--- src/rtl/pipelined_shifter.sv ---
// Two-stage barrel shifter (LSL/LSR/ASR/ROR) with valid/ready handshake.
// Define SHIFTER_ROR_EN to build the rotate path; otherwise ShOp=11 passes ShIn.
module pipelined_shifter #(
    parameter int WIDTH = 32,
    parameter int SHW   = $clog2(WIDTH)
) (
    input  logic             CLK,
    input  logic             RESETn,
    input  logic             Flush,
    input  logic             InValid,
    output logic             InReady,
    input  logic [WIDTH-1:0] ShIn,
    input  logic [SHW-1:0]   Shamt,
    input  logic [1:0]       ShOp,
    output logic             OutValid,
    input  logic             OutReady,
    output logic [WIDTH-1:0] ShOut,
    output logic             ShCarry,
    output logic             ShZero
);

    localparam int LO = SHW / 2;
    localparam int HI = SHW - LO;
    localparam logic [SHW-1:0] ONE = SHW'(1);

    logic             adv;
    logic             ld1, ld2;
    logic [SHW-1:0]   amt_hi, lidx, ridx, lo_amt;
    logic [WIDTH-1:0] sh1, res2;
    logic             c1, c2;

    logic             v1_q, v1_d;
    logic [WIDTH-1:0] d1_q, d1_d;
    logic [LO-1:0]    lo1_q, lo1_d;
    logic [1:0]       op1_q, op1_d;
    logic             c1_q, c1_d;
    logic             v2_q, v2_d;
    logic [WIDTH-1:0] out_q, out_d;
    logic             c2_q, c2_d;
    logic             z2_q, z2_d;

`ifdef SHIFTER_ROR_EN
    logic [2*WIDTH-1:0] rot1, rot2;
    logic               nz1_q, nz1_d;
`endif

    assign adv     = !v2_q | OutReady;
    assign InReady = adv;
    assign ld1     = !Flush & adv & InValid;
    assign ld2     = !Flush & adv & v1_q;

    // Stage 1: upper shift-amount bits, plus carry from the raw operand
    always_comb begin
        amt_hi = {Shamt[SHW-1:LO], {LO{1'b0}}};
        lidx   = -Shamt;
        ridx   = Shamt - ONE;
        sh1    = ShIn;
        c1     = 1'b0;
`ifdef SHIFTER_ROR_EN
        rot1   = {ShIn, ShIn} >> amt_hi;
`endif
        unique case (ShOp)
            2'b00: begin
                sh1 = ShIn << amt_hi;
                c1  = ShIn[lidx];
            end
            2'b01: begin
                sh1 = ShIn >> amt_hi;
                c1  = ShIn[ridx];
            end
            2'b10: begin
                sh1 = $signed(ShIn) >>> amt_hi;
                c1  = ShIn[ridx];
            end
            default: begin
`ifdef SHIFTER_ROR_EN
                sh1 = rot1[WIDTH-1:0];
`else
                sh1 = ShIn;
`endif
                c1  = 1'b0;
            end
        endcase
        if (Shamt == '0) c1 = 1'b0;
    end

    // Stage 2: remaining lower shift-amount bits
    always_comb begin
        lo_amt = {{HI{1'b0}}, lo1_q};
        res2   = d1_q;
        c2     = c1_q;
`ifdef SHIFTER_ROR_EN
        rot2   = {d1_q, d1_q} >> lo_amt;
`endif
        unique case (op1_q)
            2'b00:   res2 = d1_q << lo_amt;
            2'b01:   res2 = d1_q >> lo_amt;
            2'b10:   res2 = $signed(d1_q) >>> lo_amt;
            default: begin
`ifdef SHIFTER_ROR_EN
                res2 = rot2[WIDTH-1:0];
                c2   = nz1_q & res2[WIDTH-1];
`else
                res2 = d1_q;
`endif
            end
        endcase
    end

    always_comb begin
        v1_d  = Flush ? 1'b0 : (adv ? InValid : v1_q);
        v2_d  = Flush ? 1'b0 : (adv ? v1_q : v2_q);
        d1_d  = ld1 ? sh1 : d1_q;
        lo1_d = ld1 ? Shamt[LO-1:0] : lo1_q;
        op1_d = ld1 ? ShOp : op1_q;
        c1_d  = ld1 ? c1 : c1_q;
        out_d = ld2 ? res2 : out_q;
        c2_d  = ld2 ? c2 : c2_q;
        z2_d  = ld2 ? (res2 == '0) : z2_q;
`ifdef SHIFTER_ROR_EN
        nz1_d = ld1 ? (Shamt != '0) : nz1_q;
`endif
    end

    always_ff @(posedge CLK or negedge RESETn) begin
        if (!RESETn) begin
            v1_q  <= 1'b0;
            d1_q  <= '0;
            lo1_q <= '0;
            op1_q <= '0;
            c1_q  <= 1'b0;
            v2_q  <= 1'b0;
            out_q <= '0;
            c2_q  <= 1'b0;
            z2_q  <= 1'b0;
`ifdef SHIFTER_ROR_EN
            nz1_q <= 1'b0;
`endif
        end else begin
            v1_q  <= v1_d;
            d1_q  <= d1_d;
            lo1_q <= lo1_d;
            op1_q <= op1_d;
            c1_q  <= c1_d;
            v2_q  <= v2_d;
            out_q <= out_d;
            c2_q  <= c2_d;
            z2_q  <= z2_d;
`ifdef SHIFTER_ROR_EN
            nz1_q <= nz1_d;
`endif
        end
    end

    assign OutValid = v2_q;
    assign ShOut    = out_q;
    assign ShCarry  = c2_q;
    assign ShZero   = z2_q;

endmodule

--- config.mk ---
export PLATFORM = sky130hd
export DESIGN_NAME = pipelined_shifter
export DESIGN_NICKNAME = d
export VERILOG_FILES = /design/src/rtl/pipelined_shifter.sv
export SDC_FILE = /design/constraint.sdc
export NUM_CORES = 1
export LEC_CHECK = 0
export BUFFER_PORTS_ARGS = -buffer_cell sky130_fd_sc_hd__buf_2
export CORE_UTILIZATION = 60
export CTS_CLUSTER_DIAMETER = 120
export DETAILED_ROUTE_END_ITERATION = 10
export GPL_TIMING_DRIVEN = 0
export PLACE_DENSITY = 0.9
export SYNTH_ARGS = -nofsm -noshare
export SYNTH_HDL_FRONTEND = slang
export SYNTH_SLANG_ARGS = --single-unit
export TNS_END_PERCENT = 5
--- constraint.sdc ---
create_clock -name CLK -period 2.9 [get_ports CLK]
set_input_delay 0.58 -clock CLK [delete_from_list [all_inputs] [get_ports CLK]]
set_output_delay 0.58 -clock CLK [all_outputs]
set_load 0.01 [all_outputs]
## Word level (Yosys, flattened, before mapping)

Index checks and enable logic that the tools add are counted.

- Bits in registers: 73
- Bits in latches: 0
- Bits in writable memories: 0
- Bits in read-only memories: 0
- Input bits: 44
- Output and inout bits: 36
- Memories: 0

- $add $sub $neg: 2
- Multiply operators: 0
- Div/mod/pow operators: 0
- Magnitude comparators: 2
- Equal/unequal tests: 4
- Shift-type cells: 6
- Muxes and demuxes: 12
- Bitwise gates (word level): 4
- Reductions and logical operators: 8

Operators by type and width:

| kind | count |
|---|---|
| one-hot mux 32 bit (3 select lines) | 2 |
| logical NOT 32 bit | 1 |
| left shift 32 x 2 -> 32 bit | 1 |
| left shift 32 x 5 -> 32 bit | 1 |
| >> shifter 32 x 2 -> 32 bit | 1 |
| >> shifter 32 x 5 -> 32 bit | 1 |
| >>> shifter 32 x 2 -> 32 bit | 1 |
| >>> shifter 32 x 5 -> 32 bit | 1 |
| < comparator 5 x 6 -> 1 bit, second input constant | 2 |
| binary-select mux 1 bit (select 5 bit) | 2 |
| two-way mux 1 bit | 7 |
| logical NOT 5 bit | 1 |
| negation 5 bit | 1 |
| subtractor 5 x 1 -> 5 bit, second input constant | 1 |
| equality test 2 x 1 -> 1 bit, second input constant | 2 |
| equality test 2 bit, second input constant | 2 |
| logical NOT 2 bit | 2 |
| AND 1 bit | 3 |
| logical NOT 1 bit | 2 |
| one-hot mux 1 bit (2 select lines) | 1 |
| nonzero test 2 bit | 1 |
| OR reduction 2 bit | 1 |
| bitwise OR 1 bit | 1 |

## Logic depth before layout (Yosys ltp)

- Depth after elaboration: 5
- Gate-level depth with buffers: 11
- Gate-level depth less buffers: 8

## Worst setup path before layout

Ideal clock, no wire load.

- Kind: input to register
- From: input Shamt[0]
- To: register c1_q
- Library setup time: 136 ps
- Data arrival time: 3480 ps
- Required time: 2764 ps
- Path slack: -715 ps
- Stages: 11
- Cells stage by stage: buf_2 > clkbuf_1 > inv_1 > ha_1 > buf_2 > buf_2 > mux4_2 > mux4_2 > mux2_2 > a22oi_1 > a21oi_1

- Word-level cells in the longest chain between the ends: 5
- Elaborated cells between the ends (all ways): 9
- Those cells by class: add/sub (2); mux (6); reduce/logical (1)

RTL lines:

| element | line | RTL |
|---|---|---|
| start: declaration | 13 | `input logic [SHW-1:0] Shamt,` |
| subtractor 5 x 1 -> 5 bit or negation 5 bit (tied branches) | 56, 55 |  |
| binary-select mux 1 bit (select 5 bit) (on tied branches) | 69, 73, 65 |  |
| two-way mux 1 bit (on tied branches) | 69, 73, 65 |  |
| one-hot mux 1 bit (2 select lines) | 62 | `unique case (ShOp)` |
| two-way mux 1 bit (*) | 84 | `if (Shamt == '0) c1 = 1'b0;` |
| end signal: assignment | 131 | `c1_q <= 1'b0;` |
| end signal: assignment | 144 | `c1_q <= c1_d;` |
| end: declaration | 36 | `logic c1_q, c1_d;` |

Every way passes the cells marked *; elsewhere a longest branch is shown, timed or not. The select of a mux whose other input is x is not followed.
A chain may end at the register's enable or synchronous reset.

## Worst setup path in the final report

- From: input ShOp[0]
- To: register d1_q[30]

- Word-level cells in the longest chain between the ends: 2
- Elaborated cells between the ends (all ways): 4
- Those cells by class: eq/ne (2); mux (1); reduce/logical (1)

RTL lines:

| element | line | RTL |
|---|---|---|
| start: declaration | 14 | `input logic [1:0] ShOp,` |
| equality test 2 bit, or another cell as far along | 62 |  |
| one-hot mux 32 bit (3 select lines) (*) | 62 |  |
| end signal: assignment | 128 | `d1_q <= '0;` |
| end signal: assignment | 141 | `d1_q <= d1_d;` |
| end: declaration | 33 | `logic [WIDTH-1:0] d1_q, d1_d;` |

Every way passes the cells marked *; elsewhere a longest branch is shown, timed or not.

==> results.cfg <==
[outcome]
status = complete, no violations

[logic_synthesis]
syn-instance-count = 796
yosys.area.top_type_share_pct = 25.7
synth.avg_cell_area_um2 = 9.79
synth_cell_type_count = 61
synth-edff-count = 0
async_flop_share_pct = 100
synth_ff_type = dfrtp_1
syn_area_um2 = 7790
synth_area_leaders = mux4_2 (26%), dfrtp_1 (23%), mux2i_1 (6.2%), mux2_2 (5.5%), nand2_1 (3.9%)
ys_ff_latch = 73
syn-num-nets = 847
ys_seq_area_share_pct = 23.4
yosysWarnings = 0
synth_top_cell_by_area = mux4_2

[sta]
setup_viol = 0
slew_headroom_pct = 40.0
rsz0062_at_grt = yes
fin_ws_ps = 23.1
min_period_ps = 2880
tightest_slew_ps = 900
fmax_ghz = 0.348
finClkSkew_ps = 7.63
hold_violations = 0
post-route-period-util_pct = 99.2
slew_violations = 0

[cts]
htree_levels = 3
clock-sinks = 73
cts_tree = done
insertion_delay_ps = 340
clock_path_buffers = 2
cts_buffers = 9
cts_setup_buffers = 0
cts.hold.buffers_added = 0
cts_root_buffer = clkbuf_16
cts.clk_slew.worst_paths_ps = 60

[critical_path]
crit_family = compound AO/OA/AOI/OAI gates
r2r_slack_ps = 80
arrival_ps = 3070
cpPeakStageDelay_ps = 580
r2r_start = lo1_q[0]
path_cells = buf_2 -> inv_1 -> ha_1 -> clkbuf_1 -> nor2_1 -> nor3_1 -> a21oi_1 -> a31oi_1 -> o22ai_1 -> o21ai_0
cp-start-kind = primary input
crit_required_ps = 3100
cp-end-kind = flop
worst-setup-path-type = primary input to flop
crit_cells = 10
crit_path_max_fanout = 10
reg2reg_to = ShZero
cpMaxStageDelayCell = nor2_1
ff2ff_path_depth = 9
path_buf_inv = 3
crit_end = d1_q[30]
cp-startpoint = ShOp[0]

[min_path]
min_path_type = primary input to asynchronous set/reset pin

[final_layout]
stdcell_area_um2 = 8840
final_common_cell = mux4_2
nFillCells = 956
area_growth_pct = 13.4
layout-drive-gt1-share_pct = 30.7
final_cell_mix = mux4_2 (89), buf_2 (86), nand2_1 (81), dfrtp_1 (73), o21ai_0 (58)
nets = 930

[route]
routed_via_density = 7.59
drt_iter0_drc = 1239
wl_per_cell_um = 28.8
drc = 0
dr.pass1.iters = 7
wirelength_mm = 30.4
ant_nets = 0
vias = 8023

[grt]
grt_pass1_wl_mm = 46.8
grt_max_degree = 74
grtUsageTotal_pct = 48.1
antenna_found_initial = 1
grt-ovfl-total = 0
grt_pass1_vias = 7798

[place]
gp_congestion = 1.06
hpwl_mm = 21.9
port_buffers = 73
pre_cts_ws_ps = -621
detailed_place.area_um2 = 8450

[pwr]
p_clk_share_pct = 21.7
switching_share_pct = 40.1
p_leak_nw = 3.51
power_mw = 5.46
peakVddDrop_mv = 0.270
p_int_mw = 3.27
p_seq_share_pct = 30.1
power_density_nw_per_um2 = 618
power_frac_comb_pct = 48.3
power.net_switching_mw = 2.19

[die]
row_count = 41
die_y_um = 116
core_um2 = 12600
dieArea_um2 = 13400
die_w_um = 116
ioPinCount = 80
initial_core_util_pct = 61.7

[job]
maxCapViolCount = 0
-- per-layer routing --
layer	vias to the layer above	share of wire, %	GRT usage (%)
met2	768	47	75.9
met5	-	0	6.30
met1	3731	32	52.3
met4	0	9.4	38.3
li1	3294	-	-
met3	230	12	16.7
-- power by group through the flow --
stage          registers, mW  clock network, mW  logic, mW
6_report                1.64               1.18       2.64
5_1_grt                 1.68               1.22       2.84
4_1_cts                 1.62               1.18       2.50
3_5_place_dp            1.63                  0       2.47
3_3_place_gp            1.60                  0       2.41
2_1_floorplan           1.64                  0       1.61
-- registers in the layout, summed over array words and instances, names as in the netlist --
signal    count
lo1_q         2
op1_q         2
ShCarry       1
v1_q          1
ShZero        1
OutValid      1
c1_q          1
d1_q         32
ShOut        32
-- how the worst min path moves through the flow --
stage / from / end / slack, ps / cells after the start
floorplan: RESETn / OutValid / 280 / 0
global placement: ShOut[0] / ShOut[0] / 460 / 2
detailed placement: ShOut[29] / ShOut[29] / 470 / 2
CTS: RESETn / d1_q[11] / 400 / 1
global route: Flush / OutValid / 440 / 2
finish: RESETn / ShOut[13] / 330 / 1
-- logic make-up after synthesis --
logic type | count (synthesis) | share of synthesized area, %
DFF | 73 | 23.4
and+or+nand+nor | 194 | 11.0
AOI/OAI and AO/OA | 239 | 19.7
adders and majority gates | 8 | 1.25
xor gates and xnor gates | 4 | 0.450
buffers and inverters | 99 | 5.80
muxes | 179 | 38.3
-- per-stage QoR --
stage / util [%] / hold WS [ps] / instances / TNS (ps)
floorplan: - / 284 / 796 / -76.5
global placement: 66.9 / 457 / 1041 / -9320
detailed placement: 66.9 / 469 / 1041 / -7820
CTS: 69.6 / 399 / 1057 / 0
global route: 70.0 / 439 / 1056 / -98.6
finish: 70.0 / 334 / 1057 / 0
-- cell type report --
class                   count  area [um2]  share of cell area [%]
clock buffers              13         280                    3.17
well taps                 172         215                    2.43
multi-input cells         624        5570                    63.1
repair buffers             73         368                    4.16
plain buffers              87         477                    5.39
inverters                  11        50.0                   0.566
diodes                      1        2.50                  0.0283
clock inverters             3        46.3                   0.524
flip-flops and latches     73        1830                    20.7
-- Yosys cell counts, drive strengths merged, types with 3 or more instances --
cell	count
a311oi	5
a221oi	7
nor2	55
a32oi	4
ha	7
o21ai	59
nand3b	5
nand3	9
nor2b	6
o211ai	7
mux2	40
or2	5
a21oi	45
a31oi	12
a211oi	19
o221ai	3
a211o	3
mux4	91
buf	34
clkbuf	54
and2	7
dfrtp	73
inv	10
o41ai	3
nor4	4
a22oi	12
nor3	8
mux2i	48
nand2b	10
o22ai	39
o21a	4
nand2	81
-- what timing repair did --
action,CTS,global route
endpoints found under the setup margin,7,17
pin swaps,0,0
gates resized for setup,4,22
-- worst register-to-register path, delay by kind of cell (launching register included) --
kind	cells	cell delay, ps
flops	1	340
mux	1	360
compound gates	3	860
simple gates	2	430
buf+inv	3	730
Power figures use the tool's default switching activity.
